[src/rtl/ctrl_unit_fsm_pkg.sv]
// Shared definitions for the multi-cycle control unit: state encodings,
// opcode/funct/ALU codes, CTRL bit positions and the decoded control record.
package ctrl_unit_fsm_pkg;

   localparam int CTRL_W = 32;
   localparam int OPRN_W = 6;

   localparam logic [2:0] ST_FETCH     = 3'd0;
   localparam logic [2:0] ST_DECODE    = 3'd1;
   localparam logic [2:0] ST_EXECUTE   = 3'd2;
   localparam logic [2:0] ST_MEMORY    = 3'd3;
   localparam logic [2:0] ST_WRITEBACK = 3'd4;

   // Every select steers its mux to the special input when 1, e.g. pc_sel_3 -> jump
   // target, op2_sel_4 -> R2, wa_sel_2 -> r31, wa_sel_3 -> r0, wd_sel_3 -> PC+1.
   localparam int CTRL_PC_SEL_1  = 0;
   localparam int CTRL_PC_SEL_2  = 1;
   localparam int CTRL_PC_SEL_3  = 2;
   localparam int CTRL_R1_SEL_1  = 3;
   localparam int CTRL_OP1_SEL_1 = 4;
   localparam int CTRL_OP2_SEL_1 = 5;
   localparam int CTRL_OP2_SEL_2 = 6;
   localparam int CTRL_OP2_SEL_3 = 7;
   localparam int CTRL_OP2_SEL_4 = 8;
   localparam int CTRL_WA_SEL_1  = 9;
   localparam int CTRL_WA_SEL_2  = 10;
   localparam int CTRL_WA_SEL_3  = 11;
   localparam int CTRL_PC_LOAD   = 12;
   localparam int CTRL_IR_LOAD   = 13;
   localparam int CTRL_REG_R     = 14;
   localparam int CTRL_REG_W     = 15;
   localparam int CTRL_ALU_LSB   = 16;
   localparam int CTRL_MD_SEL_1  = 22;
   localparam int CTRL_SP_LOAD   = 23;
   localparam int CTRL_MA_SEL_1  = 24;
   localparam int CTRL_MA_SEL_2  = 25;
   localparam int CTRL_WD_SEL_1  = 26;
   localparam int CTRL_WD_SEL_2  = 27;
   localparam int CTRL_WD_SEL_3  = 28;

   localparam logic [5:0] OP_RTYPE = 6'h00;
   localparam logic [5:0] OP_ADDI  = 6'h08;
   localparam logic [5:0] OP_MULI  = 6'h1D;
   localparam logic [5:0] OP_ANDI  = 6'h0C;
   localparam logic [5:0] OP_ORI   = 6'h0D;
   localparam logic [5:0] OP_LUI   = 6'h0F;
   localparam logic [5:0] OP_SLTI  = 6'h0A;
   localparam logic [5:0] OP_BEQ   = 6'h04;
   localparam logic [5:0] OP_BNE   = 6'h05;
   localparam logic [5:0] OP_LW    = 6'h23;
   localparam logic [5:0] OP_SW    = 6'h2B;
   localparam logic [5:0] OP_JMP   = 6'h02;
   localparam logic [5:0] OP_JAL   = 6'h03;
   localparam logic [5:0] OP_PUSH  = 6'h1B;
   localparam logic [5:0] OP_POP   = 6'h1C;

   localparam logic [5:0] FN_ADD = 6'h20;
   localparam logic [5:0] FN_SUB = 6'h22;
   localparam logic [5:0] FN_MUL = 6'h2C;
   localparam logic [5:0] FN_AND = 6'h24;
   localparam logic [5:0] FN_OR  = 6'h25;
   localparam logic [5:0] FN_NOR = 6'h27;
   localparam logic [5:0] FN_SLT = 6'h2A;
   localparam logic [5:0] FN_SLL = 6'h01;
   localparam logic [5:0] FN_SRL = 6'h02;
   localparam logic [5:0] FN_JR  = 6'h08;

   localparam logic [OPRN_W-1:0] ALU_ADD = 6'd1;
   localparam logic [OPRN_W-1:0] ALU_SUB = 6'd2;
   localparam logic [OPRN_W-1:0] ALU_MUL = 6'd3;
   localparam logic [OPRN_W-1:0] ALU_SHR = 6'd4;
   localparam logic [OPRN_W-1:0] ALU_SHL = 6'd5;
   localparam logic [OPRN_W-1:0] ALU_AND = 6'd6;
   localparam logic [OPRN_W-1:0] ALU_OR  = 6'd7;
   localparam logic [OPRN_W-1:0] ALU_NOR = 6'd8;
   localparam logic [OPRN_W-1:0] ALU_SLT = 6'd9;

   // op2_sel[0] is op2_sel_1 ... op2_sel[3] is op2_sel_4; same indexing for wa/wd.
   typedef struct packed {
      logic              r1_sel_1;
      logic              op1_sel_1;
      logic [3:0]        op2_sel;
      logic [OPRN_W-1:0] alu_oprn;
      logic              mem_read;
      logic              mem_write;
      logic              md_sel_1;
      logic              ma_sel_1;
      logic              reg_w;
      logic [2:0]        wa_sel;
      logic [2:0]        wd_sel;
      logic              pc_sel_1;
      logic              pc_sel_3;
      logic              br_eq;
      logic              br_ne;
      logic              sp_load;
   } dec_ctrl_t;

endpackage

[src/rtl/ctrl_unit_fsm_decode.sv]
// Pure combinational opcode/funct decode into the per-state control record;
// unknown encodings decode to all-zero (NOP).
module ctrl_unit_fsm_decode
   import ctrl_unit_fsm_pkg::*;
(
   input  logic [5:0] opcode,
   input  logic [5:0] funct,
   output dec_ctrl_t  dec
);

   function automatic dec_ctrl_t r_alu(input logic [OPRN_W-1:0] code);
      dec_ctrl_t d;
      d          = '0;
      d.op2_sel  = 4'b1000;
      d.alu_oprn = code;
      d.reg_w    = 1'b1;
      return d;
   endfunction

   function automatic dec_ctrl_t r_shift(input logic [OPRN_W-1:0] code);
      dec_ctrl_t d;
      d          = '0;
      d.op2_sel  = 4'b0101;
      d.alu_oprn = code;
      d.reg_w    = 1'b1;
      return d;
   endfunction

   // Immediate ALU ops write rt; sext picks sign- over zero-extension.
   function automatic dec_ctrl_t i_alu(input logic [OPRN_W-1:0] code, input logic sext);
      dec_ctrl_t d;
      d          = '0;
      d.op2_sel  = {2'b00, sext, 1'b0};
      d.alu_oprn = code;
      d.reg_w    = 1'b1;
      d.wa_sel   = 3'b001;
      return d;
   endfunction

   // Opcode/funct decode
   always_comb begin
      dec = '0;
      case (opcode)
         OP_RTYPE: begin
            case (funct)
               FN_ADD:  dec = r_alu(ALU_ADD);
               FN_SUB:  dec = r_alu(ALU_SUB);
               FN_MUL:  dec = r_alu(ALU_MUL);
               FN_AND:  dec = r_alu(ALU_AND);
               FN_OR:   dec = r_alu(ALU_OR);
               FN_NOR:  dec = r_alu(ALU_NOR);
               FN_SLT:  dec = r_alu(ALU_SLT);
               FN_SLL:  dec = r_shift(ALU_SHL);
               FN_SRL:  dec = r_shift(ALU_SHR);
               FN_JR:   dec.pc_sel_1 = 1'b1;
               default: dec = '0;
            endcase
         end
         OP_ADDI: dec = i_alu(ALU_ADD, 1'b1);
         OP_MULI: dec = i_alu(ALU_MUL, 1'b1);
         OP_ANDI: dec = i_alu(ALU_AND, 1'b0);
         OP_ORI:  dec = i_alu(ALU_OR,  1'b0);
         OP_SLTI: dec = i_alu(ALU_SLT, 1'b1);
         OP_LUI: begin
            dec.reg_w  = 1'b1;
            dec.wa_sel = 3'b001;
            dec.wd_sel = 3'b010;
         end
         OP_BEQ: begin
            dec.op2_sel  = 4'b1000;
            dec.alu_oprn = ALU_SUB;
            dec.br_eq    = 1'b1;
         end
         OP_BNE: begin
            dec.op2_sel  = 4'b1000;
            dec.alu_oprn = ALU_SUB;
            dec.br_ne    = 1'b1;
         end
         OP_LW: begin
            dec          = i_alu(ALU_ADD, 1'b1);
            dec.mem_read = 1'b1;
            dec.wd_sel   = 3'b001;
         end
         OP_SW: begin
            dec.op2_sel   = 4'b0010;
            dec.alu_oprn  = ALU_ADD;
            dec.mem_write = 1'b1;
         end
         OP_JMP: dec.pc_sel_3 = 1'b1;
         OP_JAL: begin
            dec.pc_sel_3 = 1'b1;
            dec.reg_w    = 1'b1;
            dec.wa_sel   = 3'b010;
            dec.wd_sel   = 3'b100;
         end
         // Push stores r0 at SP then SP-1; pop reads at SP+1 into r0 then SP+1.
         OP_PUSH: begin
            dec.r1_sel_1  = 1'b1;
            dec.op1_sel_1 = 1'b1;
            dec.op2_sel   = 4'b0100;
            dec.alu_oprn  = ALU_SUB;
            dec.mem_write = 1'b1;
            dec.md_sel_1  = 1'b1;
            dec.ma_sel_1  = 1'b1;
            dec.sp_load   = 1'b1;
         end
         OP_POP: begin
            dec.op1_sel_1 = 1'b1;
            dec.op2_sel   = 4'b0100;
            dec.alu_oprn  = ALU_ADD;
            dec.mem_read  = 1'b1;
            dec.sp_load   = 1'b1;
            dec.reg_w     = 1'b1;
            dec.wa_sel    = 3'b100;
            dec.wd_sel    = 3'b001;
         end
         default: dec = '0;
      endcase
   end

endmodule

[src/rtl/ctrl_unit_fsm.sv]
// Five-state multi-cycle control unit: sequences FETCH..WRITEBACK and builds the
// datapath control word and memory strobes from the state and current IR.
module ctrl_unit_fsm
   import ctrl_unit_fsm_pkg::*;
#(
   parameter int CTRL_WIDTH = CTRL_W,
   parameter int OPRN_WIDTH = OPRN_W
)(
   input  logic                  CLK,
   input  logic                  RST,
   input  logic [31:0]           INSTRUCTION,
   input  logic                  ZERO,
   output logic [CTRL_WIDTH-1:0] CTRL,
   output logic                  READ,
   output logic                  WRITE
);

   logic [2:0]            state_r;
   logic [2:0]            state_next_s;
   logic                  zero_r;
   dec_ctrl_t             dec_s;
   logic [CTRL_WIDTH-1:0] exe_bits_s;
   logic [CTRL_WIDTH-1:0] ctrl_s;
   logic                  read_s;
   logic                  write_s;
   logic                  take_s;
   logic                  unused_ir_s;

   assign unused_ir_s = ^INSTRUCTION[25:6];

   ctrl_unit_fsm_decode u_decode (
      .opcode (INSTRUCTION[31:26]),
      .funct  (INSTRUCTION[5:0]),
      .dec    (dec_s)
   );

   // Fixed five-step sequence, no stalls or early exits
   always_comb begin
      state_next_s = ST_FETCH;
      case (state_r)
         ST_FETCH:     state_next_s = ST_DECODE;
         ST_DECODE:    state_next_s = ST_EXECUTE;
         ST_EXECUTE:   state_next_s = ST_MEMORY;
         ST_MEMORY:    state_next_s = ST_WRITEBACK;
         ST_WRITEBACK: state_next_s = ST_FETCH;
         default:      state_next_s = ST_FETCH;
      endcase
   end

   // State register
   always_ff @(posedge CLK or posedge RST) begin
      if (RST) begin
         state_r <= ST_FETCH;
      end else begin
         state_r <= state_next_s;
      end
   end

   // ALU zero flag captured at the end of EXECUTE for the WRITEBACK branch decision
   always_ff @(posedge CLK or posedge RST) begin
      if (RST) begin
         zero_r <= 1'b0;
      end else if (state_r == ST_EXECUTE) begin
         zero_r <= ZERO;
      end else begin
         zero_r <= zero_r;
      end
   end

   // Operand/ALU selects, driven in EXECUTE and held through WRITEBACK
   always_comb begin
      exe_bits_s                               = '0;
      exe_bits_s[CTRL_OP1_SEL_1]               = dec_s.op1_sel_1;
      exe_bits_s[CTRL_OP2_SEL_1]               = dec_s.op2_sel[0];
      exe_bits_s[CTRL_OP2_SEL_2]               = dec_s.op2_sel[1];
      exe_bits_s[CTRL_OP2_SEL_3]               = dec_s.op2_sel[2];
      exe_bits_s[CTRL_OP2_SEL_4]               = dec_s.op2_sel[3];
      exe_bits_s[CTRL_ALU_LSB +: OPRN_WIDTH]   = dec_s.alu_oprn;
   end

   assign take_s = (dec_s.br_eq & zero_r) | (dec_s.br_ne & ~zero_r);

   // Per-state control word and strobes
   always_comb begin
      ctrl_s  = '0;
      read_s  = 1'b0;
      write_s = 1'b0;
      case (state_r)
         ST_FETCH: begin
            read_s                = 1'b1;
            ctrl_s[CTRL_MA_SEL_2] = 1'b1;
            ctrl_s[CTRL_IR_LOAD]  = 1'b1;
         end
         ST_DECODE: begin
            ctrl_s[CTRL_REG_R]    = 1'b1;
            ctrl_s[CTRL_R1_SEL_1] = dec_s.r1_sel_1;
         end
         ST_EXECUTE: begin
            ctrl_s                = exe_bits_s;
            ctrl_s[CTRL_REG_R]    = 1'b1;
            ctrl_s[CTRL_R1_SEL_1] = dec_s.r1_sel_1;
         end
         ST_MEMORY: begin
            ctrl_s                = exe_bits_s;
            ctrl_s[CTRL_MD_SEL_1] = dec_s.md_sel_1;
            ctrl_s[CTRL_MA_SEL_1] = dec_s.ma_sel_1;
            read_s                = dec_s.mem_read;
            write_s               = dec_s.mem_write & ~dec_s.mem_read;
         end
         ST_WRITEBACK: begin
            ctrl_s                = exe_bits_s;
            ctrl_s[CTRL_PC_LOAD]  = 1'b1;
            ctrl_s[CTRL_PC_SEL_1] = dec_s.pc_sel_1;
            ctrl_s[CTRL_PC_SEL_2] = take_s;
            ctrl_s[CTRL_PC_SEL_3] = dec_s.pc_sel_3;
            ctrl_s[CTRL_REG_W]    = dec_s.reg_w;
            ctrl_s[CTRL_WA_SEL_1] = dec_s.wa_sel[0];
            ctrl_s[CTRL_WA_SEL_2] = dec_s.wa_sel[1];
            ctrl_s[CTRL_WA_SEL_3] = dec_s.wa_sel[2];
            ctrl_s[CTRL_WD_SEL_1] = dec_s.wd_sel[0];
            ctrl_s[CTRL_WD_SEL_2] = dec_s.wd_sel[1];
            ctrl_s[CTRL_WD_SEL_3] = dec_s.wd_sel[2];
            ctrl_s[CTRL_SP_LOAD]  = dec_s.sp_load;
         end
         default: begin
            ctrl_s  = '0;
            read_s  = 1'b0;
            write_s = 1'b0;
         end
      endcase
   end

   // Everything is forced quiet while reset is held, even though the state already reads FETCH
   assign CTRL  = RST ? '0   : ctrl_s;
   assign READ  = RST ? 1'b0 : read_s;
   assign WRITE = RST ? 1'b0 : write_s;

endmodule
[config.mk]
export PLATFORM = sky130hd
export DESIGN_NAME = ctrl_unit_fsm
export DESIGN_NICKNAME = d
export VERILOG_FILES = /design/src/rtl/ctrl_unit_fsm_pkg.sv /design/src/rtl/ctrl_unit_fsm_decode.sv /design/src/rtl/ctrl_unit_fsm.sv
export SDC_FILE = /design/constraint.sdc
export NUM_CORES = 1
export LEC_CHECK = 0
export ABC_CLOCK_PERIOD_IN_PS = 1400
export BUFFER_PORTS_ARGS = -buffer_cell sky130_fd_sc_hd__buf_2
export CAP_MARGIN = 30
export CORE_MARGIN = 2
export CORE_UTILIZATION = 42
export DETAILED_ROUTE_END_ITERATION = 10
export HOLD_SLACK_MARGIN = 0.03
export PLACE_DENSITY = 0.79
export SYNTH_ARGS = -nofsm -noshare
export SYNTH_HDL_FRONTEND = slang
export SYNTH_SLANG_ARGS = --single-unit
export TNS_END_PERCENT = 30
[constraint.sdc]
create_clock -name CLK -period 1.4 [get_ports CLK]
set_input_delay 0.07 -clock CLK [delete_from_list [all_inputs] [get_ports CLK]]
set_output_delay 0.07 -clock CLK [all_outputs]
set_load 0.02 [all_outputs]
==> flow_summary.ini, run 1 <==
[synthesis]
ys_types = 51
synth_compound_area_share_pct = 25.2
synth_top_family_by_area = simple AND/OR/NAND/NOR gates
synthMuxAreaShare_pct = 2.99
synth_seq_cells = 4
netlist.area_leader.share_pct = 9.20
synthCells = 154
ys.flop_type = dfrtp_1
netlist_area_mm2 = 0.00109
synth-seq-area-share_pct = 9.20
synthAdderAreaFrac_pct = 0
synth.largest_area_cell = dfrtp_1
ys_async_sr_fraction_pct = 100
synthXorXnorAreaFrac_pct = 3.22
synth.area.top_cells = dfrtp_1, buf_4, nor2_1, a21oi_1, nor3_1
avgSynthCellArea_um2 = 7.07
synth_warnings = 0
synthSimpleGateAreaFrac_pct = 46.1
synth_edf_count = 0

[timing]
rsz0062_at_grt = yes
setup_viol = 21
period_share_pct = 116
fmax_ghz = 0.613
tns_ns = -2.53
drv_slew = 0
holdWs_ns = 0.0653
fin_ws_ns = -0.230
hold_viol_final = 0
clock_skew_ns = 0.00403
period_needed_ns = 1.63

[global_routing]
met1_usage_pct = 28.2
use_met2_pct = 41.9
busiest_layer = met2
grt.total_usage_pct = 23.0
grtUsageMet3_pct = 3.23
grt_first_pass_wirelength_mm = 5.12
grt_pass1_vias = 1256
grt_max_degree = 14
grt-ovfl-total = 0
antenna_found_initial = 0

[route]
drt-total-wl_mm = 3.30
drtAntennaViolNets = 0
drc = 0
wl_per_cell_um = 12.9
vias_per_cell = 5.45
vias = 1396
drtPass1Iterations = 4
dr.first_iter.drc_count = 27

[critical_path]
worstSetupEndpointType = primary output
cpPeakStageDelay_ns = 0.40
cp.arrival_ns = 1.56
worstPathRequired_ns = 1.33
critPathSlowestCell = dfrtp_1
cp-start-kind = flip-flop
crit_type = reg -> out
r2r_cells = 4
path_cells = buf_6 > mux2_4 > nand2_4 > o21bai_4 > nor3b_2 > buf_4
path_max_fanout = 6

[power_and_ir_drop]
finalPower_uw = 596
p_per_area_mw_per_mm2 = 343
p_leak_nw = 0.762
vdd_drop_max_v = 0.000578

[clock_network]
worstSkewPairLatency_ns = 0.24
cts_made_buffers = 3
htreeDepth = 1
clock_sinks = 4
cts.clk_slew.worst_paths_ns = 0.04
max-clock-path-buffers = 2
cts_root_buf = clkbuf_4
cts_tree = yes

[final_layout]
final_common_cell = buf_4
final_cell_count_no_fill = 256
fill_cells = 196
layout_common_cells = buf_4, buf_2, nor2_1
fin_nets = 263
insertedDiodeCount = 0
final_util_pct = 70.2
design_area_mm2 = 0.00174
drive_gt1_share_pct = 53.1
area_growth_pct = 59.8

[floorplanning]
ios = 69
dieArea_mm2 = 0.00302
core_mm2 = 0.00248
die_h_um = 54.9
initial_core_util_pct = 43.9
placementRows = 18
die_w_um = 54.9

[min_path]
holdCritPathClass = in -> reg
holdPathStages = 2

[placement]
portBuffers = 43
placed_cell_area_mm2 = 0.00154
dp.cells = 251
hpwl_mm = 2.53
dpl_worst_slack_ns = -0.0702
gp_congestion = 0.945

[job]
cap_violations = 0

[status]
status = complete, but fails checks
failed_checks = setup timing
## critical path: cells and delay by family, from the launching register on
family | cells | cell delay (ns)
compound gates | 1 | 0.20
flops | 1 | 0.40
mux | 1 | 0.16
buf+inv | 2 | 0.31
simple gates | 2 | 0.25
## cells in the mapped netlist, types with 3 or more instances
cell type and instances:
nand2b_4 3, buf_4 10, nand2b_1 7, a21oi_1 14, xnor2_1 3, o22ai_1 3, o21ai_0 5, and2b_1 3
nor2b_1 3, nor2_1 19, or3_1 5, dfrtp_1 4, o21a_1 3, nand3_1 3, buf_6 3, nor3_1 9
buf_2 5, nand2_1 9, nor4_1 3
## registers in the layout (all words and copies together), names as in the netlist
| name | count |
|---|---|
| zero_r | 1 |
| state_r | 3 |
## routing by layer
layer	part of all wire, %	wire length [µm]
met1	42	1390
met2	51	1700
met3	6.0	199
met4	0.51	17
met5	0	0
## final timing paths
check	from	endpoint	slack [ns]
min in group asynchronous	RST	state_r[1]$_DFF_PP0_	0.49
setup / recovery	state_r[1]$_DFF_PP0_	CTRL[8]	-0.23
hold / removal	ZERO	zero_r$_DFFE_PP0P_	0.07
max in group asynchronous	RST	state_r[2]$_DFF_PP0_	0.73
hold reg to reg	zero_r$_DFFE_PP0P_	zero_r$_DFFE_PP0P_	0.53
setup reg to reg	state_r[2]$_DFF_PP0_	zero_r$_DFFE_PP0P_	0.16
## where the power goes
part / internal, mW / leakage (nW) / total (mW) / switching [mW]
clock network: 0.0962 / 0.0138 / 0.148 / 0.0514
registers: 0.118 / 0.0486 / 0.119 / 0.00102
logic: 0.156 / 0.699 / 0.330 / 0.174
total: 0.370 / 0.762 / 0.596 / 0.227
## kinds of logic after synthesis
group,Yosys count
AOI/OAI and AO/OA,41
xor gates and xnor gates,4
other,1
DFF,4
muxes,3
buffers and inverters,20
and+or+nand+nor,81
## what timing repair did
action | in CTS | in global routing
resized for setup | 12 | 41
buffers inserted | 0 | 1
endpoints found under the setup margin | 25 | 29
endpoints found under the hold margin | 4 | 0
hold buffers | 1 | 0
cloned | 0 | 0
pin swaps | 3 | 4
## layout make-up
class                   count  area (µm²)  area share, %
flip-flops and latches      4         101           5.83
well taps                  30        37.5           2.16
clock buffers               3        22.5           1.29
inverters                   2        7.51          0.432
multi-input cells         134         962           55.3
repair buffers             83         608           35.0
(Power assumes the default switching activity.)
==> inputs of run 2 (changes only) <==
- PLACE_DENSITY: 0.79 -> 0.82
==> run 2 against run 1 <==
The run still ends with setup timing left. Sequential cell count did not move. Count of clock-buffer cells in the layout unchanged. Sequential power about the same. Core utilization down 0.20 points. Critical path depth did not move. Hold slack better by 0.013 ns. Sequential share of layout area hardly changed. Cell count is 1.2% higher. Non-clock buffer count up 3. Via count up 0.29%.
==> flow_summary.ini, run 2 (same netlist as run 1, synthesis figures left out) <==
[status]
status = complete, but fails checks
failed_checks = setup timing

[floorplanning]
die_h_um = 54.9
initial_core_util_pct = 43.9
ios = 69
placementRows = 18
core_mm2 = 0.00248
dieArea_mm2 = 0.00302
die_w_um = 54.9

[route]
drtAntennaViolNets = 0
vias = 1400
drc = 0
dr.first_iter.drc_count = 30
wl_per_cell_um = 13.3
drtPass1Iterations = 4
vias_per_cell = 5.41
drt-total-wl_mm = 3.45

[critical_path]
path_max_fanout = 6
cp-start-kind = flip-flop
crit_path_end = CTRL[8]
cpPeakStageDelay_ns = 0.40
cp_num_cells = 6
crit_type = reg -> out
path_cells = nor2_4 > mux2_4 > nand2_4 > o21bai_4 > nor3b_2 > buf_4
rrSetupSlack_ns = 0.19
cp.arrival_ns = 1.54
critPathSlowestCell = dfrtp_1
crit_family = flip-flops
worstSetupEndpointType = primary output
cp-startpoint = state_r[0]$_DFF_PP0_
r2r_start = state_r[2]$_DFF_PP0_
worstPathRequired_ns = 1.33
crit_buf_inv = 1
r2r_cells = 4
r2r_end = zero_r$_DFFE_PP0P_

[final_layout]
layout_common_cells = buf_4, buf_2, nor2_1, a21oi_1
fill_cells = 244
area_growth_pct = 59.3
drive_gt1_share_pct = 53.3
top_regs = state_r (3), zero_r (1)
multi_input_area_um2 = 943
insertedDiodeCount = 0
final_util_pct = 70.0
top_register = state_r
largest_reg_flops = 3
fin_nets = 266
final_common_cell = buf_4
seqCellArea_um2 = 101

[global_routing]
grt.total_usage_pct = 23.5
grt_pass1_vias = 1220
grt-ovfl-total = 0
grt_max_degree = 14
antenna_found_initial = 0
grt_first_pass_wirelength_mm = 5.29

[min_path]
holdCritPathClass = in -> reg
hp-start = ZERO

[clock_network]
cts_made_buffers = 3
max-clock-path-buffers = 2
clock_sinks = 4
htreeDepth = 1
cts_tree = yes
worstSkewPairLatency_ns = 0.23
cts_root_buf = clkbuf_4
cts.clk_slew.worst_paths_ns = 0.04

[timing]
fmax_ghz = 0.622
clock_skew_ns = 0.00142
rsz0062_at_grt = yes
drv_slew = 0
hold_viol_final = 0
fin_ws_ns = -0.207
tns_ns = -2.18
period_share_pct = 115
period_needed_ns = 1.61
setup_viol = 22

[placement]
hpwl_mm = 2.69
portBuffers = 43
gp_congestion = 0.931
dpl_worst_slack_ns = -0.0592

[power_and_ir_drop]
p_per_area_mw_per_mm2 = 346
p_leak_nw = 0.776
vdd_drop_max_v = 0.000471
finalPower_uw = 600

[job]
cap_violations = 0
-- run 2: cell types whose count changed in the layout (fill, tap and decap cells not counted), sizes merged --
cell	before	now
buf	82	85
-- run 2: how the worst min path moves through the flow --
stage	to	cells past startpoint
2_1_floorplan	state_r[0]$_DFF_PP0_	1
6_report	zero_r$_DFFE_PP0P_	2
3_5_place_dp	zero_r$_DFFE_PP0P_	3
3_3_place_gp	state_r[1]$_DFF_PP0_	3
4_1_cts	zero_r$_DFFE_PP0P_	2
5_1_grt	zero_r$_DFFE_PP0P_	2
-- run 2: worst reg2reg max path: cells and delay by family (launching register included) --
family | cells | cell delay, ns
buffers and inverters | 1 | 0.17
DFF | 1 | 0.45
muxes | 1 | 0.26
and+or+nand+nor | 2 | 0.21
-- run 2: timing repair --
| item | CTS | global route |
|---|---|---|
| buffers inserted | 1 | 1 |
| setup endpoints to repair | 26 | 29 |
| endpoints found under the hold margin | 4 | 0 |
| gates cloned | 0 | 0 |
| gates resized for setup | 22 | 21 |
| pin swaps | 5 | 3 |
| hold buffers | 1 | 0 |
-- run 2: layer usage --
| metal | GRT usage [%] | routed length, µm |
|---|---|---|
| met3 | 3.49 | 201 |
| met1 | 29.1 | 1430 |
| met5 | 0 | 0 |
| met2 | 43.1 | 1790 |
| met4 | 4.47 | 28 |
-- run 2: stage by stage --
step                area (µm²)  hold WS [ns]  std cells
finish                    1730        0.0783        259
CTS                       1660        0.0672        258
global route              1730        0.0630        259
floorplan                 1130        -0.147        158
global placement          1560        0.0764        253
detailed placement        1560        0.0880        253
-- run 2: cell type report --
type,instances,share of cell area [%]
Sequential cell,4,5.84
Inverter,2,0.433
Clock buffer,3,1.30
Multi-Input combinational cell,134,54.4
Tap cell,30,2.16
Timing Repair Buffer,86,35.9
-- run 2: power by group --
part / internal [mW] / switching, mW
clock: 0.0960 / 0.0483
combinational: 0.158 / 0.178
sequential: 0.118 / 0.00135
==> inputs of run 3 (changes only) <==
- PLACE_DENSITY: 0.82 -> 0.8
- SYNTH_HIERARCHICAL: unset -> 1
==> run 3 against run 2 <==
The flow still finishes with violations (setup timing). Critical endpoint is now CTRL[7]. Clock skew down 0.00083 ns. Combinational power about the same. First-iteration DRC count up 80%. Largest cell class unchanged.
==> flow_summary.ini, run 3 <==
[status]
status = complete, but fails checks
failed_checks = setup timing

[timing]
period_needed_ns = 1.78
hold_viol_final = 0
fmax_ghz = 0.561
clock_skew_ns = 0.000592
rsz0062_at_grt = yes
fin_ws_ns = -0.382
period_share_pct = 127
setup_viol = 26
drv_slew = 0

[final_layout]
top_register = state_r
final_common_cell = buf_4
top_regs = state_r (3), zero_r (1)
insertedDiodeCount = 0
layout_common_cells = buf_4, nand2_1, buf_6
largest_reg_flops = 3
fin_nets = 277
final_util_pct = 66.7
drive_gt1_share_pct = 44.6
area_growth_pct = 51.1

[min_path]
hold_end = zero_r$_DFFE_PP0N_
holdPathStages = 2
holdCritPathClass = in -> reg
hp-start = ZERO

[route]
drtAntennaViolNets = 0
drt-total-wl_mm = 3.83
vias = 1484
vias_per_cell = 5.48
wl_per_cell_um = 14.1
drtPass1Iterations = 4
drc = 0
dr.first_iter.drc_count = 54

[clock_network]
max-clock-path-buffers = 2
worstSkewPairLatency_ns = 0.23
clock_sinks = 4
cts.clk_slew.worst_paths_ns = 0.04
htreeDepth = 1
cts_made_buffers = 3
cts_tree = yes
cts_root_buf = clkbuf_4

[power_and_ir_drop]
p_per_area_mw_per_mm2 = 323
p_leak_nw = 0.813
finalPower_uw = 594
vdd_drop_max_v = 0.000296

[synthesis]
synth_common_cells = nand2_1, nor2_1, and2_1, a21boi_1, buf_4
synth_edf_count = 0
ys_types = 50
synthMostInstantiatedCell = nand2_1
avgSynthCellArea_um2 = 6.69
ys_async_sr_fraction_pct = 100
synth.area.top_cells = dfrtp_1, and2_1, nand2_1, a21boi_1, buf_4
netlist.area_leader.share_pct = 8.22
synthCells = 182
synth.largest_area_cell = dfrtp_1
synth_seq_cells = 4
netlist_area_mm2 = 0.00122
synth_warnings = 6
ys.flop_type = dfrtp_1
synth-seq-area-share_pct = 8.22

[global_routing]
use_met2_pct = 43.2
met1_usage_pct = 25.3
grt.total_usage_pct = 22.3
grt_max_degree = 13
grt_pass1_vias = 1354
grt_first_pass_wirelength_mm = 5.94
busiest_layer = met2
grt-ovfl-total = 0
antenna_found_initial = 0
grtUsageMet3_pct = 3.35

[placement]
hpwl_mm = 2.57
portBuffers = 43
gp_congestion = 0.858

[critical_path]
worstPathRequired_ns = 1.33
cp-start-kind = flip-flop
r2r_cells = 3
rrSetupSlack_ns = 0.15
r2r_end = zero_r$_DFFE_PP0N_
crit_type = reg -> out
path_max_fanout = 5
cp.arrival_ns = 1.71
r2r_start = state_r[2]$_DFF_PP0_
worstSetupEndpointType = primary output

[floorplanning]
placementRows = 19
ios = 69
initial_core_util_pct = 44.1
core_mm2 = 0.00276
die_h_um = 57.8
dieArea_mm2 = 0.00335
die_w_um = 57.8

[job]
cap_violations = 0
==> run 3: cells by family (layout without fill, tap and decap cells) <==
family / Yosys count / in the layout / synth area share [%]
simple gates: 95 / 95 / 44.9
flops: 4 / 4 / 8.22
buf+inv: 30 / 85 / 15.7
mux: 3 / 3 / 2.57
compound gates: 44 / 44 / 25.1
xor+xnor: 4 / 4 / 2.88
other cells: 2 / 5 / 0.617
==> run 3: what timing repair did <==
item / in CTS / in global routing
pin swaps: 6 / 6
cloned: 1 / 0
buffers inserted: 0 / 1
endpoints found under the setup margin: 26 / 29
hold buffers: 1 / 0
gates resized for setup: 51 / 16
hold endpoints to repair: 4 / 0
==> run 3: worst max path at each step <==
stage / startpoint / cells after the start / slack [ns] / endpoint
6_report: state_r[1]$_DFF_PP0_ / 4 / -0.38 / CTRL[7]
5_1_grt: state_r[1]$_DFF_PP0_ / 4 / -0.40 / CTRL[7]
4_1_cts: state_r[1]$_DFF_PP0_ / 4 / -0.33 / CTRL[4]
3_5_place_dp: INSTRUCTION[1] / 7 / -0.14 / CTRL[16]
3_3_place_gp: state_r[0]$_DFF_PP0_ / 4 / -0.10 / CTRL[16]
2_1_floorplan: state_r[0]$_DFF_PP0_ / 4 / -0.20 / CTRL[16]
==> run 3: per-layer routing <==
| layer | part of all wire, % | vias to the layer above |
|---|---|---|
| li1 | - | 735 |
| met1 | 39 | 691 |
| met2 | 54 | 52 |
| met3 | 5.9 | 6 |
| met4 | 0.68 | 0 |
| met5 | 0 | - |
==> run 3: area by class of cell <==
class | count | area [µm²]
Clock buffer | 3 | 22.5
Tap cell | 31 | 38.8
Multi-Input combinational cell | 151 | 1040
Fill cell | 245 | 918
Sequential cell | 4 | 100
Inverter | 3 | 16.3
Timing Repair Buffer | 79 | 623
==> run 3: per-stage QoR <==
step                instances  setup slack, ns  setup TNS [ns]  hold slack [ns]  area [µm²]
floorplan                 185           -0.200           -3.28           -0.164        1230
global placement          265           -0.101           -1.55            0.121        1560
detailed placement        265           -0.144           -1.86            0.127        1560
CTS                       270           -0.332           -6.37           0.0663        1760
global route              271           -0.404           -8.10           0.0675        1840
finish                    271           -0.382           -6.97           0.0682        1840
==> run 3: power breakdown <==
part           internal [mW]  switching [mW]  leakage (nW)
Combinational          0.149           0.184         0.750
Clock                 0.0958          0.0458        0.0138
Sequential             0.118         0.00118        0.0489
==> run 3: critical path, cell delays in order (launching register included) <==
cell	delay, ns
dfrtp_1	0.38
or4b_4	0.62
buf_6	0.17
a21boi_2	0.16
buf_6	0.14
